<file path="config.mk">
export PLATFORM = sky130hd
export DESIGN_NAME = mem_access_unit_flat
export DESIGN_NICKNAME = d
export VERILOG_FILES = /design/src/rtl/mem_access_unit_if.sv /design/src/rtl/mem_access_unit.sv /design/src/flat_wrapper.sv
export SDC_FILE = /design/constraint.sdc
export NUM_CORES = 1
export LEC_CHECK = 0
export ABC_AREA = 1
export CAP_MARGIN = 25
export CORE_ASPECT_RATIO = 0.7
export CORE_MARGIN = 5
export CORE_UTILIZATION = 43
export CTS_BUF_LIST = sky130_fd_sc_hd__clkbuf_16
export DETAILED_ROUTE_END_ITERATION = 10
export PLACE_DENSITY = 0.77
export SYNTH_ARGS = -nofsm -noshare
export SYNTH_HDL_FRONTEND = slang
export SYNTH_SLANG_ARGS = --single-unit
export TNS_END_PERCENT = 50
</file>
<file path="constraint.sdc">
create_clock -name clk -period 1.7 [get_ports clk]
set_input_delay 0.34 -clock clk [delete_from_list [all_inputs] [get_ports clk]]
set_output_delay 0.34 -clock clk [all_outputs]
set_load 0.02 [all_outputs]
</file>
<file path="src/rtl/mem_access_unit_if.sv">
// Request/response handshake bundle between EX and the load/store unit.
interface mem_access_unit_if #(
    parameter int ADDR_W = 12
);
    logic              req_valid;
    logic              req_ready;
    logic              req_wr;
    logic [2:0]        req_op;
    logic [ADDR_W-1:0] req_addr;
    logic [31:0]       req_wdata;
    logic              resp_valid;
    logic              resp_ready;
    logic [31:0]       resp_data;
    logic              resp_err;

    modport master (
        output req_valid, req_wr, req_op, req_addr, req_wdata, resp_ready,
        input  req_ready, resp_valid, resp_data, resp_err
    );

    modport slave (
        input  req_valid, req_wr, req_op, req_addr, req_wdata, resp_ready,
        output req_ready, resp_valid, resp_data, resp_err
    );
endinterface

</file>
<file path="src/rtl/mem_access_unit.sv">
// MIPS load/store unit in front of a word-wide data memory: sub-word extract/extend and SB/SH read-modify-write.
// Optional feature macro: MAU_ALIGN_TRAP_EN (misaligned/illegal-size requests fault instead of being forced aligned).
module mem_access_unit #(
    parameter int ADDR_W     = 12,
    parameter bit BIG_ENDIAN = 1'b0
) (
    input  logic              clk,
    input  logic              rst,
    mem_access_unit_if.slave  bus,
    output logic [ADDR_W-1:0] mem_addr,
    output logic [31:0]       mem_wdata,
    output logic              mem_wr,
    input  logic [31:0]       mem_rdata
);
    typedef enum logic [1:0] {IDLE = 2'd0, ACCESS = 2'd1, WRITE = 2'd2, RESP = 2'd3} state_t;

    state_t            state_r;
    logic              req_ready_r;
    logic              resp_valid_r;
    logic [31:0]       resp_data_r;
    logic              resp_err_r;
    logic              mem_wr_r;
    logic [ADDR_W-1:0] mem_addr_r;
    logic [31:0]       mem_wdata_r;
    logic              wr_r;
    logic [2:0]        op_r;
    logic [1:0]        lane_r;
    logic [15:0]       wdata_r;
    logic              fault_s;

    // Select the addressed byte/halfword of a memory word and extend it.
    function automatic logic [31:0] load_extract(input logic [31:0] rdata, input logic [2:0] op,
                                                 input logic [1:0] a);
        logic [1:0]  bl;
        logic [7:0]  b;
        logic [15:0] h;
        logic [31:0] res;
        bl = BIG_ENDIAN ? (2'd3 - a) : a;
        case (bl)
            2'd0:    b = rdata[7:0];
            2'd1:    b = rdata[15:8];
            2'd2:    b = rdata[23:16];
            default: b = rdata[31:24];
        endcase
        h = (a[1] ^ BIG_ENDIAN) ? rdata[31:16] : rdata[15:0];
        case (op[1:0])
            2'b00:   res = op[2] ? {24'h000000, b} : {{24{b[7]}}, b};
            2'b01:   res = op[2] ? {16'h0000, h} : {{16{h[15]}}, h};
            default: res = rdata;
        endcase
        return res;
    endfunction

    // Replace the addressed byte/halfword lane of the old word with the store data.
    function automatic logic [31:0] store_merge(input logic [31:0] rdata, input logic [15:0] wd,
                                                input logic [1:0] size, input logic [1:0] a);
        logic [1:0]  bl;
        logic [31:0] res;
        bl  = BIG_ENDIAN ? (2'd3 - a) : a;
        res = rdata;
        case (size)
            2'b00: begin
                case (bl)
                    2'd0:    res[7:0]   = wd[7:0];
                    2'd1:    res[15:8]  = wd[7:0];
                    2'd2:    res[23:16] = wd[7:0];
                    default: res[31:24] = wd[7:0];
                endcase
            end
            2'b01: begin
                if (a[1] ^ BIG_ENDIAN) res[31:16] = wd;
                else                   res[15:0]  = wd;
            end
            default: res = rdata;
        endcase
        return res;
    endfunction

    // Fault decode for the incoming request.
    always_comb begin
`ifdef MAU_ALIGN_TRAP_EN
        fault_s = ((bus.req_op[1:0] == 2'b01) && bus.req_addr[0]) ||
                  ((bus.req_op[1:0] == 2'b11) && (bus.req_addr[1:0] != 2'b00)) ||
                  (bus.req_op[1:0] == 2'b10);
`else
        fault_s = 1'b0;
`endif
    end

    // Control FSM with all outputs registered.
    always_ff @(posedge clk) begin
        if (rst) begin
            state_r      <= IDLE;
            req_ready_r  <= 1'b1;
            resp_valid_r <= 1'b0;
            resp_data_r  <= 32'h0000_0000;
            resp_err_r   <= 1'b0;
            mem_wr_r     <= 1'b0;
            mem_addr_r   <= '0;
            mem_wdata_r  <= 32'h0000_0000;
            wr_r         <= 1'b0;
            op_r         <= 3'b000;
            lane_r       <= 2'b00;
            wdata_r      <= 16'h0000;
        end else begin
            case (state_r)
                IDLE: begin
                    if (bus.req_valid) begin
                        wr_r        <= bus.req_wr;
                        op_r        <= bus.req_op;
                        lane_r      <= bus.req_addr[1:0];
                        wdata_r     <= bus.req_wdata[15:0];
                        req_ready_r <= 1'b0;
                        resp_data_r <= 32'h0000_0000;
                        if (fault_s) begin
                            resp_err_r   <= 1'b1;
                            resp_valid_r <= 1'b1;
                            state_r      <= RESP;
                        end else begin
                            mem_addr_r <= {bus.req_addr[ADDR_W-1:2], 2'b00};
                            // Full-word stores need no read, so the write fires in ACCESS.
                            if (bus.req_wr && bus.req_op[1]) begin
                                mem_wr_r    <= 1'b1;
                                mem_wdata_r <= bus.req_wdata;
                            end else begin
                                mem_wr_r <= 1'b0;
                            end
                            state_r <= ACCESS;
                        end
                    end else begin
                        req_ready_r <= 1'b1;
                    end
                end
                ACCESS: begin
                    if (!wr_r) begin
                        mem_wr_r     <= 1'b0;
                        resp_data_r  <= load_extract(mem_rdata, op_r, lane_r);
                        resp_valid_r <= 1'b1;
                        state_r      <= RESP;
                    end else if (op_r[1]) begin
                        mem_wr_r     <= 1'b0;
                        resp_valid_r <= 1'b1;
                        state_r      <= RESP;
                    end else begin
                        mem_wdata_r <= store_merge(mem_rdata, wdata_r, op_r[1:0], lane_r);
                        mem_wr_r    <= 1'b1;
                        state_r     <= WRITE;
                    end
                end
                WRITE: begin
                    mem_wr_r     <= 1'b0;
                    resp_valid_r <= 1'b1;
                    state_r      <= RESP;
                end
                RESP: begin
                    if (bus.resp_ready) begin
                        resp_valid_r <= 1'b0;
                        resp_err_r   <= 1'b0;
                        resp_data_r  <= 32'h0000_0000;
                        req_ready_r  <= 1'b1;
                        state_r      <= IDLE;
                    end else begin
                        resp_valid_r <= 1'b1;
                    end
                end
                default: begin
                    state_r <= IDLE;
                end
            endcase
        end
    end

    // Reset gating keeps a write from landing in the cycle reset is asserted.
    assign mem_wr         = mem_wr_r & ~rst;
    assign mem_addr       = mem_addr_r;
    assign mem_wdata      = mem_wdata_r;
    assign bus.req_ready  = req_ready_r & ~rst;
    assign bus.resp_valid = resp_valid_r;
    assign bus.resp_data  = resp_data_r;
    assign bus.resp_err   = resp_err_r;
endmodule

</file>
<file path="src/flat_wrapper.sv">
// flat-port wrapper written by rule: the top's interface ports become plain ports
module mem_access_unit_flat 
#(
    parameter int ADDR_W     = 12,
    parameter bit BIG_ENDIAN = 1'b0
)
  (clk, rst, mem_addr, mem_wdata, mem_wr, mem_rdata, bus_req_valid, bus_req_wr, bus_req_op, bus_req_addr, bus_req_wdata, bus_resp_ready, bus_req_ready, bus_resp_valid, bus_resp_data, bus_resp_err);
  mem_access_unit_if #(.ADDR_W(ADDR_W)) bus_i ();
  input  logic clk;
  input  logic rst;
  output logic [ADDR_W-1:0] mem_addr;
  output logic [31:0] mem_wdata;
  output logic mem_wr;
  input  logic [31:0] mem_rdata;
  input wire logic [$bits(bus_i.req_valid)-1:0] bus_req_valid;
  input wire logic [$bits(bus_i.req_wr)-1:0] bus_req_wr;
  input wire logic [$bits(bus_i.req_op)-1:0] bus_req_op;
  input wire logic [$bits(bus_i.req_addr)-1:0] bus_req_addr;
  input wire logic [$bits(bus_i.req_wdata)-1:0] bus_req_wdata;
  input wire logic [$bits(bus_i.resp_ready)-1:0] bus_resp_ready;
  output wire logic [$bits(bus_i.req_ready)-1:0] bus_req_ready;
  output wire logic [$bits(bus_i.resp_valid)-1:0] bus_resp_valid;
  output wire logic [$bits(bus_i.resp_data)-1:0] bus_resp_data;
  output wire logic [$bits(bus_i.resp_err)-1:0] bus_resp_err;
  assign bus_i.req_valid = bus_req_valid;
  assign bus_i.req_wr = bus_req_wr;
  assign bus_i.req_op = bus_req_op;
  assign bus_i.req_addr = bus_req_addr;
  assign bus_i.req_wdata = bus_req_wdata;
  assign bus_i.resp_ready = bus_resp_ready;
  assign bus_req_ready = bus_i.req_ready;
  assign bus_resp_valid = bus_i.resp_valid;
  assign bus_resp_data = bus_i.resp_data;
  assign bus_resp_err = bus_i.resp_err;
  mem_access_unit #(.ADDR_W(ADDR_W), .BIG_ENDIAN(BIG_ENDIAN)) u_core (.clk(clk), .rst(rst), .bus(bus_i), .mem_addr(mem_addr), .mem_wdata(mem_wdata), .mem_wr(mem_wr), .mem_rdata(mem_rdata));
endmodule
</file>
# Yosys cells after proc, flatten, opt, wreduce, memory -nomap -nowiden
# Index checks and enable logic that the tools add are counted.
# op_classes
n_eq_ne,13
mux,38
bitwise_logic,4
reduce_logical,16
# op_table
op,n
$mux W32,9
$pmux W32 S2,3
$pmux W32 S3,1
$mux W16,3
$mux W8,4
$pmux W8 S3,1
$mux W1,10
$reduce_and A2 Y1,5
$ne A2 B2 Y1 const B,4
$pmux W2 S4,1
$eq A2 B1 Y1 const B,3
$eq A2 B2 Y1 const B,3
$logic_not A2 Y1,3
$mux W2,3
$pmux W1 S3,2
$reduce_bool A3 Y1,2
$reduce_and A5 Y1,1
$ne A2 B1 Y1 const B,2
$reduce_and A4 Y1,1
$reduce_bool A2 Y1,2
$ne A3 B3 Y1 const B,1
$reduce_or A3 Y1,1
$and A1 B1 Y1,2
$not A1 Y1,2
other kinds (2),2
# totals
reg_bits,101
input_bits,84
elab_cells,82

# Depth between registers and ports, before layout
# Gate-level depths: netlist of the first run.
# logic_depth
depth_word,7
ltp_mapped,12

# Worst setup path after synthesis of the first run
# Ideal clock, no wire load.
# synth_timing
path_kind,register -> register
startpoint,reg u_core.state_r[1]
endpoint,reg u_core.mem_wdata_r[14] (netlist: u_core.mem_wdata[14])
setup_time_ps,122
arrival_time_ps,1502
slack_ps,75
stages_incl_launch_ff,11
cell_sequence,dfxtp_1 inv_1 ha_1 buf_2 inv_2 nor2_1 o21ai_2 inv_2 clkbuf_1 o21ai_0 a21oi_1
# synth_between
elab_chain_cells,3
elab_cells_between_ends,9
classes_between,5 x eq/ne; 1 x mux; 3 x reduce/logical
# synth_rtl
item,line_no,text
from (decl),mem_access_unit.sv:17,state_t state_r;
from (signal assigned),mem_access_unit.sv:93,state_r <= IDLE;
from (signal assigned),mem_access_unit.sv:118,state_r <= RESP;
from (signal assigned),mem_access_unit.sv:128,state_r <= ACCESS;
$eq A2 B1 Y1 or $logic_not A2 Y1 (tied branches),mem_access_unit.sv:106,case (state_r)
"$ne A2 B1 Y1 (no source line), or another cell as far along",-,
$reduce_and A5 Y1 (no source line),-,
to (signal assigned),mem_access_unit.sv:124,mem_wdata_r <= bus.req_wdata;
to (signal assigned),mem_access_unit.sv:145,"mem_wdata_r <= store_merge(mem_rdata, wdata_r, op_r[1:0], lane_r);"
to (decl),mem_access_unit.sv:24,logic [31:0] mem_wdata_r;
# Several ways; a longest one is shown, not always the timed one.
# A chain may end at the register's enable or synchronous reset.

# Worst setup path after layout of the first run
# layout_timing
startpoint,reg u_core.state_r[0]
endpoint,reg u_core.mem_wdata_r[4] (netlist: u_core.mem_wdata[4])
# Same word-level chain as after synthesis.

==> results.md, run 1 <==
- Clock tree sinks: a little over 100
- H-tree levels: 3
- Ys async rst share: 0%
- Starting Density: between 40 and 50%
- R2R setup slack: about 0.031 ns
- Overflow after GRT: 0
- Status: finished, final reports clean
- # IOs: 164
- Comb power frac: 54.5%
- CTS tree: yes
- Crit path capture type: register
- Switching Power: 5.53 mW
- Least-Margin Pin Slew: roughly 0.58 ns
- Worst min-delay path category: in -> reg
- Core ar.: ~12000 um2
- Pin count of the biggest net entering global routing: 60
- Worst R2R End: u_core.mem_wdata[4]$_SDFFE_PP0P_
- WHS Path Cells: 4
- Die area: 15200 um2
- Die Y: ~100 um
- Iter 0 DRT Violations: 878
- Final worst setup slack: 0.0309 ns
- Final Critical Period: 1.67 ns
- Worst reg-to-reg path cell count: 10
- N_diodes: 0
- # rows: 34
- Top_reg_cell synth: dfxtp_1
- Worst path required time: roughly 2.0 ns
- RSZ-0062 raised after global routing: true
- Hold Startpoint: rst
- Slew Limit Fails: 0
- Fmax: roughly 0.6 GHz
- Setup TNS: 0 ns
- PwrDens: around 1500 nW/um2
- Cell area after synthesis: 5490 um2
- WS Path Type: reg -> reg
- Drt via density: about 5.4
- CTS Buf Count: 9
- Flop pwr share: 27.5%
- Port bufs: between 150 and 200
- Reg-to-Reg Start: u_core.state_r[0]$_SDFFE_PP0P_
- Antenna violations before repair: 0
- Multi-input logic area: around 3100 um2
- Pwr Total: about 13 mW
- DR WL/cell: about 17 um
- Net Sw Frac: 43.8%
- Final Hold Fails: 0
- Fillers: about 1100
- Vias: ~6600
- DRC: 0
- Setup crit start kind: register
- Total track usage: around 26%
- Share of the synthesized area in the top cell type: 36.8%
- Place WS: -0.288 ns
- First-pass GRT wire length: between 30 and 40 mm
- P_leak: between 3 and 4 nW
- Largest area contributor in the netlist: dfxtp_1
- Clock skew: around 0.0055 ns
- Final net count: 1149
- Dominant cells by area after synthesis: dfxtp_1 37%, nand2_1 17%, nor2_1 8.9%
- Post-synth EDFFs: 0
- Clk network pwr share: 17.9%
- Crit path arrival time: 1.96 ns
- Int Power: approximately 7 mW
- Layout cell share with drive strength beyond 1: between 10% and 20%
- DRT Wirelength: around 21 mm
- Clock Tree Buf Depth: 2
- DR pass1 iterations: 6
- Placer Congestion: approximately 0.97
- DPL Wire Length: between 15 and 20 mm
- Final setup violation count: 0
- VDD IR-drop max: about 860 uV
- Max-cap violation count: 0
- Yosys cell types: 31
- Cells after Synth: approximately 870
- Final period util: 98.2%
- Clock-pin slew on the worst setup and hold paths: roughly 0.070 ns
- Synthesized flop and latch total: between 100 and 150
- Ys Warns: 0
- Storage cell area: about 2000 um2
- Sequential area share after synthesis: between 30% and 40%
- Worst Hold End: u_core.mem_wr_r$_SDFFE_PP0P_
- Worst-skew pair later-pin latency: about 0.36 ns
- DRT antenna net count: 0
- Number of global-route vias before repair: 5882
- Root Buffer: clkbuf_16
- Layout area overhead: 48.9%
- Cell area after placement: roughly 7600 um2
- Slew headroom: about three fifths
- Die span in x: roughly 150 um
- CP max FO: 18
- Final Instance Area: just over 8000 um2
- Syn avg cell area: about 6.3 um2
per-layer routing:
layer	up-vias	track usage (%)	part of all wire, %
met4	0	4.44	1.1
met1	3052	37.9	46
met5	-	0	0
met2	358	37.6	42
li1	3208	-	-
met3	27	7.97	11
final cells by class:
| cell class | instances | area share (%) |
|---|---|---|
| multi-input combinational | 659 | 37.7 |
| timing repair buffer | 234 | 28.4 |
| inverter | 56 | 2.60 |
| clock buffer | 9 | 2.76 |
| tap | 162 | 2.48 |
| clock inverter | 7 | 1.21 |
| sequential | 101 | 24.8 |
how the worst max path moves through the flow:
stage                              startpoint                               endpoint  slack (ns)  depth (start not counted)
6_report       u_core.state_r[0]$_SDFFE_PP0P_       u_core.mem_wdata[4]$_SDFFE_PP0P_        0.03                         10
3_3_place_gp                   bus_resp_ready  u_core.bus.resp_data[20]$_SDFFE_PP0P_       -0.23                         10
4_1_cts        u_core.state_r[1]$_SDFFE_PP0P_       u_core.mem_wdata[4]$_SDFFE_PP0P_       -0.02                          9
5_1_grt        u_core.state_r[0]$_SDFFE_PP0P_       u_core.mem_wdata[4]$_SDFFE_PP0P_       -0.05                         10
2_1_floorplan  u_core.state_r[1]$_SDFFE_PP0P_      u_core.mem_wdata[14]$_SDFFE_PP0P_        0.08                         10
3_5_place_dp                   bus_resp_ready  u_core.bus.resp_data[25]$_SDFFE_PP0P_       -0.29                         10
cells in the mapped netlist (all sizes together), types with 7 or more instances:
cell type  number
buf            33
nand2         256
nor2          135
nand3          56
o21ai          67
a21boi          7
o211ai          8
inv            55
dfxtp         101
a21oi          88
nand4          20
clkbuf         24
o22ai          12
flip-flops by register name (all words and copies together), names as in the netlist:
register,count
u_core.bus.resp_data,32
u_core.mem_wdata,32
u_core.wdata_r,16
u_core.mem_addr,10
u_core.op_r,3
u_core.lane_r,2
u_core.state_r,2
u_core.bus.resp_valid,1
u_core.mem_wr_r,1
u_core.req_ready_r,1
u_core.wr_r,1
per-stage QoR:
stage,hold slack [ns],utilization [%],std cells
6_report,0.317,65.6,1228
5_1_grt,0.322,65.6,1228
4_1_cts,0.307,64.0,1224
3_5_place_dp,0.456,61.2,1208
3_3_place_gp,0.450,61.2,1208
2_1_floorplan,0.448,-,873
cell usage in the layout (no fill, tap or decap), types with 7 or more instances in the layout:
cell             netlist  layout
a21boi_0               7       7
a21oi_1               88      83
buf_12                 0       7
buf_4                  5      62
clkbuf_16              0      11
clkdlybuf4s50_1        0     141
dfxtp_1              101      97
dlymetal6s2s_1         0      15
inv_1                 47      45
inv_2                  8       9
nand2_1              253     250
nand3_1               55      55
nand4_1               20      20
nor2_1               130     123
nor2_2                 3       7
o211ai_1               8       8
o21ai_0               62      60
o22ai_1               12      12
logic make-up after synthesis:
group	Yosys count	share of synthesized area, %
compound gates	185	18.1
fa+ha+maj	4	0.912
buf+inv	113	8.94
flops	101	36.8
other cells	1	0.0683
simple gates	467	35.2
critical path, stage by stage, from the launching register on:
cell,delay [ns]
dfxtp_4,0.38
inv_2,0.06
ha_4,0.17
buf_4,0.15
nor2_4,0.12
o21ai_4,0.06
buf_4,0.17
buf_12,0.15
nor2_1,0.08
nand2_1,0.11
a21oi_1,0.15
power by group through the flow:
stage | combinational (mW) | clock (mW) | sequential [mW]
global placement | 6.34 | 0 | 3.47
detailed placement | 6.41 | 0 | 3.48
finish | 6.89 | 2.27 | 3.48
CTS | 6.48 | 2.30 | 3.44
floorplan | 3.27 | 0 | 3.93
global route | 7.43 | 2.41 | 3.55
timing repair:
item	CTS	global route
hold buffers	0	0
resized for setup	11	43
buffers inserted	0	2
gates cloned	0	2
pin swaps	1	4
endpoints found under the setup margin	61	96
No activity file was read; power rests on OpenSTA's default activity.
==> run 2: changes to the inputs <==
--- a/config.mk
+++ b/config.mk
@@ -11,6 +11,7 @@
 export CORE_MARGIN = 5
 export CORE_UTILIZATION = 43
 export CTS_BUF_LIST = sky130_fd_sc_hd__clkbuf_16
+export CTS_CLUSTER_SIZE = 16
 export DETAILED_ROUTE_END_ITERATION = 10
 export PLACE_DENSITY = 0.77
 export SYNTH_ARGS = -nofsm -noshare
==> constraint.sdc (replaced) <==
create_clock -name clk -period 1.5 [get_ports clk]
set_input_delay 0.3 -clock clk [delete_from_list [all_inputs] [get_ports clk]]
set_output_delay 0.3 -clock clk [all_outputs]
set_load 0.02 [all_outputs]
==> results.md, run 2 (synthesis gave the netlist of run 1 again) <==
- Status: finished, violations left
- Failing checks: setup timing
- Worst path required time: 1.78 ns (-0.21 ns)
- Most common cell after layout, fill and taps aside: nand2_1
- Worst-skew pair later-pin latency: 0.35 ns (about the same)
- DRT antenna net count: 0 (unchanged)
- Least-Margin Pin Slew: 0.633 ns (+0.0553 ns)
- Most frequent cells in the layout: 221 x nand2_1, 104 x nor2_1, 97 x dfxtp_1
- Slew Limit Fails: 0 (unchanged)
- Fin cells: 1253 (+2.0%)
- Final Instance Area: 8680 um2 (+6.2%)
- First-pass GRT wire length: 33.8 mm (+6.1%)
- # rows: 34 (unchanged)
- Antenna violations before repair: 0 (unchanged)
- DPL Wire Length: 15.5 mm (+1.3%)
- Die span in x: 145 um (unchanged)
- Placer Congestion: 0.978 (+0.81%)
- Clock skew: 0.00616 ns (+0.000685 ns)
- N_diodes: 0 (unchanged)
- Fmax: 0.619 GHz (+3.3%)
- DR pass1 iterations: 6 (unchanged)
- Setup crit start kind: register
- Max-cap violation count: 0 (unchanged)
- Clock Tree Buf Depth: 2 (unchanged)
- Die Y: 105 um (unchanged)
- Overflow after GRT: 0 (unchanged)
- Pin count of the biggest net entering global routing: 53 (-12%)
- P_leak: 3.94 nW (+7.7%)
- Final net count: 1174 (+2.2%)
- PwrDens: 1760 nW/um2 (+14%)
- Number of global-route vias before repair: 6399 (+8.8%)
- Crit path arrival time: 1.89 ns (-0.07 ns)
- CTS Buf Count: 9 (unchanged)
- Drt via density: 5.49 (+1.4%)
- H-tree levels: 3 (unchanged)
- CP max FO: 5 (-13)
- Port bufs: 160 (unchanged)
- DR WL/cell: 18.1 um (+5.9%)
- Iter 0 DRT Violations: 739 (-16%)
- Min Hold Slack: 0.261 ns (-0.0558 ns)
- Final setup violation count: 62 (+62)
- DRT Wirelength: 22.6 mm (+8.1%)
- Layout cell share with drive strength beyond 1: 21.5% (+9.2 points)
- Placed Instances: 1213 (+0.41%)
- VDD IR-drop max: 887 uV (+3.6%)
- Die area: 15200 um2 (unchanged)
- DRC: 0 (unchanged)
- Layout area overhead: 58.2%
- Cell area after placement: 7690 um2 (+0.82%)
- Clock-pin slew on the worst setup and hold paths: 0.07 ns (about the same)
- Core ar.: 12500 um2 (unchanged)
- Starting Density: 44.0% (unchanged)
- CTS Hold Bufs: 0 (unchanged)
- Vias: 6876 (+3.5%)
- Slew headroom: 57.8% (-3.7 points)
- Final period util: 108% (+9.6 points)
- RSZ-0062 raised after global routing: true
- WS Path Type: reg -> reg
- Clock tree sinks: 101 (unchanged)
- Final worst setup slack: -0.116 ns (-0.147 ns)
- CTS tree: yes
- Crit path capture type: register
- Worst min-delay path category: in -> reg
- Setup TNS: -3.15 ns (-3.15 ns)
- Final Critical Period: 1.62 ns (-0.0527 ns)
- Total track usage: 27.3% (+1.5 points)
- # IOs: 164 (unchanged)
- Final Util: 69.7% (+4.1 points)
- Root Buffer: clkbuf_16
- Final Hold Fails: 0 (unchanged)
run 2: cell types whose count changed in the layout (fill, tap and decap cells not counted), moves of 12 or more:
cell | before | now
a21oi_1 | 83 | 68
a21oi_2 | 5 | 20
clkdlybuf4s50_1 | 141 | 82
dlygate4sd2_1 | 3 | 76
dlymetal6s2s_1 | 15 | 0
nand2_1 | 250 | 221
nand2_2 | 5 | 29
nor2_1 | 123 | 104
nor2_2 | 7 | 19
o21ai_0 | 60 | 39
run 2: final timing paths:
| check | startpoint | endpoint | slack [ns] | cells past startpoint |
|---|---|---|---|---|
| setup / recovery | u_core.state_r[1]$_SDFFE_PP0P_ | u_core.bus.resp_data[18]$_SDFFE_PP0P_ | -0.12 | 10 |
| hold / removal | rst | u_core.mem_wr_r$_SDFFE_PP0P_ | 0.26 | 4 |
| setup reg to reg | u_core.state_r[1]$_SDFFE_PP0P_ | u_core.bus.resp_data[18]$_SDFFE_PP0P_ | -0.12 | 10 |
| hold reg to reg | u_core.bus.resp_data[27]$_SDFFE_PP0P_ | u_core.bus.resp_data[27]$_SDFFE_PP0P_ | 0.46 | 2 |
run 2: critical path, stage by stage (launching register included):
cell	delay, ns
dfxtp_4	0.36
buf_4	0.14
ha_4	0.15
inv_2	0.05
nand2_2	0.06
nor2_4	0.19
nand2_4	0.13
buf_6	0.16
nor2_2	0.08
nand2_1	0.07
a21oi_2	0.15
run 2: cell type report:
class                   count  area, um2
repair inverters            1       3.75
multi-input cells         661       3410
repair buffers            256       2510
well taps                 162        203
flip-flops and latches    101       2030
inverters                  56        258
clock inverters             7       35.0
clock buffers               9        225
fillers                  1052       3780
run 2: stage by stage:
step                setup WS, ns  total power, mW
floorplan                -0.0158             8.23
detailed placement        -0.421             11.4
global route              -0.196             16.1
global placement          -0.352             11.3
finish                    -0.116             15.3
CTS                      -0.0486             14.4
run 2: what timing repair did:
action                     4_1_cts  5_1_grt
gates resized for setup        164       93
gates cloned                     7        3
setup buffers                   13        1
setup endpoints to repair      170       78
pin swaps                       24       25
run 2: power by group:
part	switching, mW	leakage, nW	total [mW]	internal, mW
combinational	5.46	2.98	9.17	3.71
sequential	0.548	0.828	3.98	3.43
clock	1.02	0.129	2.12	1.10
run 2: layer usage:
metal | wire length, um | up-vias | part of all wire [%] | GRT usage (%)
met2 | 9590 | 424 | 42 | 40.0
met1 | 9660 | 3114 | 43 | 39.4
met5 | 0 | - | 0 | 0
met3 | 2690 | 66 | 12 | 6.93
met4 | 686 | 0 | 3.0 | 8.40
li1 | - | 3272 | - | -
==> run 3: changes to the inputs <==
--- a/config.mk
+++ b/config.mk
@@ -14,6 +14,7 @@
 export CTS_CLUSTER_SIZE = 16
 export DETAILED_ROUTE_END_ITERATION = 10
 export PLACE_DENSITY = 0.77
+export SLEW_MARGIN = 20
 export SYNTH_ARGS = -nofsm -noshare
 export SYNTH_HDL_FRONTEND = slang
 export SYNTH_SLANG_ARGS = --single-unit
==> results of run 3 <==
No change in the layout: final DEF, timing and power equal those of run 2.
